`src/rtl/bsg_manycore_link_sdr_channel_mux.sv`:
```
// bsg_manycore_link_sdr_channel_mux
//
// Core-side concentrator. It multiplexes num_channels_p credit-managed manycore link channels
// onto one SDR valid/data/token link, and demultiplexes inbound words back into per-channel
// receive FIFOs. Each channel has its own credit loop, so one stalled channel never blocks
// the others.
//
// Ports:
//   core_clk_i, core_reset_i        : clock; synchronous active-high reset
//   core_v_i/core_data_i            : per-channel transmit request
//   core_ready_and_o                : per-channel transmit accept (only the granted channel)
//   core_v_o/core_data_o            : per-channel receive FIFO head
//   core_yumi_i                     : per-channel receive dequeue
//   link_v_o/link_data_o            : outbound word {tag, payload}
//   link_token_i                    : per-channel inbound credit-return pulses
//   link_v_i/link_data_i            : inbound word {tag, payload}
//   link_token_o                    : per-channel outbound credit-return pulses
//
// Build option: define BSG_MANYCORE_LINK_SDR_MUX_TX_REG_EN to register link_v_o/link_data_o
// (1-cycle transmit latency). Otherwise they come straight from the arbiter mux.
module bsg_manycore_link_sdr_channel_mux #(
    parameter int unsigned num_channels_p                  = 2,
    parameter int unsigned width_p                         = 16,
    parameter int unsigned lg_fifo_depth_p                 = 3,
    parameter int unsigned lg_credit_to_token_decimation_p = 1,
    localparam int unsigned tag_width_lp = (num_channels_p > 1) ? $clog2(num_channels_p) : 1
) (
    input  logic                                    core_clk_i,
    input  logic                                    core_reset_i,

    input  logic [num_channels_p-1:0]               core_v_i,
    input  logic [num_channels_p-1:0][width_p-1:0]  core_data_i,
    output logic [num_channels_p-1:0]               core_ready_and_o,

    output logic [num_channels_p-1:0]               core_v_o,
    output logic [num_channels_p-1:0][width_p-1:0]  core_data_o,
    input  logic [num_channels_p-1:0]               core_yumi_i,

    output logic                                    link_v_o,
    output logic [width_p+tag_width_lp-1:0]         link_data_o,
    input  logic [num_channels_p-1:0]               link_token_i,

    input  logic                                    link_v_i,
    input  logic [width_p+tag_width_lp-1:0]         link_data_i,
    output logic [num_channels_p-1:0]               link_token_o
);

    localparam int unsigned Depth   = 1 << lg_fifo_depth_p;
    localparam int unsigned TokInc  = 1 << lg_credit_to_token_decimation_p;
    localparam int unsigned CreditW = lg_fifo_depth_p + 1;
    localparam int unsigned PtrW    = (lg_fifo_depth_p > 0) ? lg_fifo_depth_p : 1;
    localparam int unsigned CntW    = (lg_credit_to_token_decimation_p > 0) ?
                                      lg_credit_to_token_decimation_p : 1;
    localparam int unsigned CntMax  = TokInc - 1;
    localparam int unsigned LinkW   = width_p + tag_width_lp;

    // ---------------- transmit: credits and round-robin arbitration ----------------
    logic [num_channels_p-1:0][CreditW-1:0] credit_q, credit_d;
    logic [num_channels_p-1:0]              credit_ovf;
    logic [tag_width_lp-1:0]                ptr_q, ptr_d;
    logic [num_channels_p-1:0]              eligible, grant;
    logic                                   grant_found;
    logic [tag_width_lp-1:0]                grant_id;
    logic [LinkW-1:0]                       tx_word;

    always_comb begin
        int unsigned idx;
        idx         = 0;
        eligible    = '0;
        grant       = '0;
        grant_found = 1'b0;
        grant_id    = '0;
        for (int unsigned i = 0; i < num_channels_p; i++) begin
            eligible[i] = !core_reset_i && core_v_i[i] && (credit_q[i] != '0);
        end
        // Scan from the priority pointer, wrapping around once.
        for (int unsigned off = 0; off < num_channels_p; off++) begin
            idx = (32'(ptr_q) + off) % num_channels_p;
            if (!grant_found && eligible[tag_width_lp'(idx)]) begin
                grant_found                 = 1'b1;
                grant[tag_width_lp'(idx)]   = 1'b1;
                grant_id                    = tag_width_lp'(idx);
            end
        end
        ptr_d = ptr_q;
        if (grant_found) begin
            ptr_d = (32'(grant_id) + 1 == num_channels_p) ? '0 :
                    tag_width_lp'(32'(grant_id) + 1);
        end
        tx_word = '0;
        if (grant_found) begin
            tx_word = {grant_id, core_data_i[grant_id]};
        end
    end

    assign core_ready_and_o = grant;

    always_comb begin
        int sum;
        sum        = 0;
        credit_d   = credit_q;
        credit_ovf = '0;
        for (int unsigned i = 0; i < num_channels_p; i++) begin
            sum = int'(credit_q[i]) + (link_token_i[i] ? int'(TokInc) : 0) - (grant[i] ? 1 : 0);
            credit_ovf[i] = (sum > int'(Depth));
            credit_d[i]   = credit_ovf[i] ? CreditW'(Depth) : CreditW'(sum);
        end
    end

`ifdef BSG_MANYCORE_LINK_SDR_MUX_TX_REG_EN
    logic             link_v_q, link_v_d;
    logic [LinkW-1:0] link_data_q, link_data_d;

    always_comb begin
        link_v_d    = grant_found;
        link_data_d = tx_word;
    end

    always_ff @(posedge core_clk_i) begin
        if (core_reset_i) begin
            link_v_q    <= 1'b0;
            link_data_q <= '0;
        end else begin
            link_v_q    <= link_v_d;
            link_data_q <= link_data_d;
        end
    end

    assign link_v_o    = link_v_q;
    assign link_data_o = link_data_q;
`else
    assign link_v_o    = grant_found;
    assign link_data_o = tx_word;
`endif

    // ---------------- receive: per-channel FIFOs ----------------
    logic [width_p-1:0]                     mem_q [num_channels_p][Depth];
    logic [width_p-1:0]                     mem_d [num_channels_p][Depth];
    logic [num_channels_p-1:0][PtrW-1:0]    rd_ptr_q, rd_ptr_d, wr_ptr_q, wr_ptr_d;
    logic [num_channels_p-1:0][CreditW-1:0] count_q, count_d;
    logic [num_channels_p-1:0]              enq, deq, rx_drop;
    logic [tag_width_lp-1:0]                rx_tag;
    logic [width_p-1:0]                     rx_payload;
    logic                                   rx_tag_bad;

    always_comb begin
        logic hit, full;
        hit        = 1'b0;
        full       = 1'b0;
        rx_tag     = link_data_i[LinkW-1 -: tag_width_lp];
        rx_payload = link_data_i[width_p-1:0];
        rx_tag_bad = link_v_i && (32'(rx_tag) >= num_channels_p);
        mem_d      = mem_q;
        rd_ptr_d   = rd_ptr_q;
        wr_ptr_d   = wr_ptr_q;
        count_d    = count_q;
        enq        = '0;
        deq        = '0;
        rx_drop    = '0;
        for (int unsigned i = 0; i < num_channels_p; i++) begin
            full   = (count_q[i] == CreditW'(Depth));
            hit    = link_v_i && (32'(rx_tag) == i);
            deq[i] = core_yumi_i[i] && (count_q[i] != '0);
            // A full FIFO still accepts when it is also being drained this cycle.
            enq[i]     = hit && (!full || deq[i]);
            rx_drop[i] = hit && full && !deq[i];
            if (enq[i]) begin
                mem_d[i][wr_ptr_q[i]] = rx_payload;
                wr_ptr_d[i]           = wr_ptr_q[i] + 1'b1;
            end
            if (deq[i]) begin
                rd_ptr_d[i] = rd_ptr_q[i] + 1'b1;
            end
            if (enq[i] && !deq[i]) begin
                count_d[i] = count_q[i] + 1'b1;
            end else if (!enq[i] && deq[i]) begin
                count_d[i] = count_q[i] - 1'b1;
            end
        end
    end

    always_ff @(posedge core_clk_i) begin
        mem_q <= mem_d;
    end

    always_comb begin
        for (int unsigned i = 0; i < num_channels_p; i++) begin
            core_v_o[i]    = (count_q[i] != '0);
            core_data_o[i] = mem_q[i][rd_ptr_q[i]];
        end
    end

    // ---------------- token return ----------------
    logic [num_channels_p-1:0][CntW-1:0] deq_cnt_q, deq_cnt_d;
    logic [num_channels_p-1:0]           token_q, token_d;

    always_comb begin
        deq_cnt_d = deq_cnt_q;
        token_d   = '0;
        for (int unsigned i = 0; i < num_channels_p; i++) begin
            if (deq[i]) begin
                token_d[i]   = (deq_cnt_q[i] == CntW'(CntMax));
                deq_cnt_d[i] = token_d[i] ? '0 : deq_cnt_q[i] + 1'b1;
            end
        end
    end

    assign link_token_o = token_q;

    // ---------------- state ----------------
    always_ff @(posedge core_clk_i) begin
        if (core_reset_i) begin
            for (int unsigned i = 0; i < num_channels_p; i++) begin
                credit_q[i] <= CreditW'(Depth);
            end
            ptr_q     <= '0;
            rd_ptr_q  <= '0;
            wr_ptr_q  <= '0;
            count_q   <= '0;
            deq_cnt_q <= '0;
            token_q   <= '0;
        end else begin
            credit_q  <= credit_d;
            ptr_q     <= ptr_d;
            rd_ptr_q  <= rd_ptr_d;
            wr_ptr_q  <= wr_ptr_d;
            count_q   <= count_d;
            deq_cnt_q <= deq_cnt_d;
            token_q   <= token_d;
        end
    end

    // Protocol checks: credit overflow, bad tag, enqueue into a full FIFO, yumi on empty.
    a_credit_ovf: assert property (@(posedge core_clk_i) disable iff (core_reset_i)
        credit_ovf == '0);
    a_rx_tag: assert property (@(posedge core_clk_i) disable iff (core_reset_i)
        !rx_tag_bad);
    a_rx_full: assert property (@(posedge core_clk_i) disable iff (core_reset_i)
        rx_drop == '0);
    a_yumi: assert property (@(posedge core_clk_i) disable iff (core_reset_i)
        (core_yumi_i & ~core_v_o) == '0);

endmodule

```
`config.mk`:
```
export PLATFORM = sky130hd
export DESIGN_NAME = bsg_manycore_link_sdr_channel_mux
export DESIGN_NICKNAME = d
export VERILOG_FILES = /design/src/rtl/bsg_manycore_link_sdr_channel_mux.sv
export SDC_FILE = /design/constraint.sdc
export NUM_CORES = 1
export LEC_CHECK = 0
export ABC_CLOCK_PERIOD_IN_PS = 8680
export CAP_MARGIN = 20
export CORE_UTILIZATION = 55
export CTS_CLUSTER_DIAMETER = 50
export DETAILED_ROUTE_END_ITERATION = 8
export DONT_BUFFER_PORTS = 1
export PLACE_DENSITY = 0.81
export SLEW_MARGIN = 30
export SYNTH_ARGS = -nofsm -noshare
export SYNTH_HDL_FRONTEND = slang
export SYNTH_SLANG_ARGS = --single-unit
```
`constraint.sdc`:
```
create_clock -name core_clk_i -period 8.68 [get_ports core_clk_i]
set_input_delay 1.736 -clock core_clk_i [delete_from_list [all_inputs] [get_ports core_clk_i]]
set_output_delay 1.736 -clock core_clk_i [all_outputs]
set_load 0.005 [all_outputs]
```
==> reports/metrics.yaml <==
ys_seq_area_frac: 0.684
period_share: 0.534
design_area_um2: 13600
async_flop_share: 0
wl_per_cell_um: 24.2
place_area_um2: 12500
crit_path_max_incr_delay_ps: 620
dr.first_iter.drc_count: 335
ys_types: 49
fp.coreArea_um2: 21800
clock_skew_ps: 15.5
cp_num_buf_inv: 1
hold_viol: 0
viasPerCell: 6.22
yosysTopAreaCellShare: 0.630
hp-class: "reg2reg"
antennaDiodeCount: 0
firstDrtPassIters: 4
ir_drop_v: 0.000183
clock_latency_ps: 540
start_kind: "input pin"
worst_pin_slew_ps: 969
root_buffer: "clkbuf_16"
finalSetupViolCount: 0
cts_buffers: 29
clock-sinks: 289
rsz0062_at_grt: "false"
critPathCaptureType: "primary output"
synth_area_per_cell_um2: 18.7
area_delta_synth_final_pct: 11.2
worstSetupPathType: "in2out"
slowest_stage: "o21ba_1"
start_util: 0.559
cts_hold_buf: 0
wirelength_mm: 23.3
syn_nets: 735
grt_overflow: 0
hpwl_mm: 13.7
fin_tns_setup_ps: 0
grt_pass1_vias: 6066
path_cells: "inv_4, o311ai_4, o21ba_1, a22o_1"
grt_antenna_before_repair: 0
max_cap_viol_count: 0
rows: 54
cp_max_fo: 35
ys_top_cells_by_count: "edfxtp_1, mux4_1, nor2_1"
finalMaxSlewViolations: 0
ys_warn_count: 0
maxSlewHeadroom: 0.353
dieWidth_um: 151
status: "finished, final reports clean"
grt_max_degree: 36
synth-main-ff-cell: "edfxtp_1"
cts.clk_slew.worst_paths_ps: 60
die_area_um2: 22800
p_leak_nw: 4.48
syn_area_um2: 12200
p_per_area_nw_per_um2: 267
cts.htree.levels: 1
ys_top_cells_by_area: "edfxtp_1, mux4_1, dfxtp_1"
vias: 5986
synth-edff-count: 256
grt_usage: 0.207
die_height_um: 151
pin_count: 114
grt_pass1_wl_mm: 34.6
ant_nets: 0
post-cts-setup-buffers: 0
cts_tree: "yes"
drc: 0
synth.most_common_cell: "edfxtp_1"
drive_gt1_frac: 0.201
fmax_ghz: 0.216
clk_path_buf_depth: 3
syn_inst: 651
post_cts_resized: 0
routabilityCongestion: 0.928
portBuffers: 0
crit_family: "compound AO/OA/AOI/OAI gates"
ys_ff_latch: 289
cp_data_required_time_ps: 6940
fin_nets: 744
worstPathArrival_ps: 2900
synth_top_area_cell: "edfxtp_1"
period_needed_ps: 4630
layout by cell type, fill, tap and decap left out, types with 3 or more instances in the layout:
master and n:
a21oi_1 12, a22o_1 16, a31oi_1 4, buf_4 7
bufinv_16 4, clkbuf_1 3, clkbuf_16 29, clkbuf_8 4
clkinv_2 4, dfxtp_1 30, edfxtp_1 256, fa_1 4
ha_1 22, inv_1 26, inv_6 3, mux2_2 34
mux2i_1 6, mux4_1 52, mux4_2 12, nand2_1 15
nand2b_1 4, nand3_1 15, nand4_1 6, nor2_1 31
nor2_4 7, nor2b_1 3, nor3_4 3, nor3b_1 3
nor4_2 4, o211ai_1 3, xnor2_1 7, xor2_1 10
report_power, final:
group	internal (W)	switching, W	total (W)
clock	0.000774	0.000522	0.00130
combinational	0.000342	0.000320	0.000662
sequential	0.00157	0.0000933	0.00167
path summary, 6_finish.rpt:
path	slack, ps	cells past startpoint	from	endpoint
setup / recovery	4050	4	core_reset_i	link_data_o[2]
hold / removal	480	2	rd_ptr_q[1]	rd_ptr_q[1]
setup reg to reg	5300	14	credit_q[3]	credit_q[6]
hold reg to reg	480	2	rd_ptr_q[1]	rd_ptr_q[1]
routing by layer:
metal	vias to the layer above	track usage	part of all wire
met4	0	0.0650	0.023
met3	40	0.0367	0.071
met5	-	0	0
met2	242	0.373	0.54
met1	3046	0.252	0.37
li1	2658	-	-
sequential cells by signal (all words and copies together), names as in the netlist:
name          flops
wr_ptr_q          6
link_token_o      2
mem_q           256
deq_cnt_q         2
ptr_q             1
credit_q          8
count_q           8
rd_ptr_q          6
worst register-to-register path, stage by stage (launching register included):
cell and delay [ps]:
dfxtp_1 390, inv_1 150, ha_1 230, inv_2 60, o311ai_4 280, o21ba_2 410
ha_1 220, inv_1 50, ha_1 190, inv_1 80, fa_1 410, or2_2 330
nor4_1 250, mux2i_1 140, o31ai_1 100
layout make-up:
class                      count  area (um2)
tap                          280         350
timing repair buffer          10         110
fill                        1435        8250
inverter                      28         108
multi-input combinational    302        3640
clock inverter                17         221
clock buffer                  36         792
sequential                   289        8350
cell families (layout without fill, tap and decap cells):
logic type               after synthesis  in the layout  synth area share
XOR/XNOR                              17             17            0.0122
adder cells (fa/ha/maj)               26             26            0.0291
multiplexers                         104            104             0.170
flip-flops                           289            289             0.684
buffers and inverters                 60             91            0.0279
AND/OR/NAND/NOR                      103            103            0.0411
AO/OA/AOI/OAI                         52             52            0.0354
per-stage QoR:
| stage | utilization | instances | worst slack [ps] | total power, W | hold WS [ps] |
|---|---|---|---|---|---|
| floorplan | - | 651 | 4160 | 0.00223 | 463 |
| global placement | 0.571 | 906 | 4100 | 0.00229 | 459 |
| detailed placement | 0.572 | 907 | 4050 | 0.00235 | 470 |
| CTS | 0.619 | 960 | 4050 | 0.00365 | 479 |
| global route | 0.622 | 962 | 3980 | 0.00377 | 494 |
| finish | 0.622 | 962 | 4050 | 0.00363 | 479 |
Note: power is estimated with default switching activity, not from simulation.
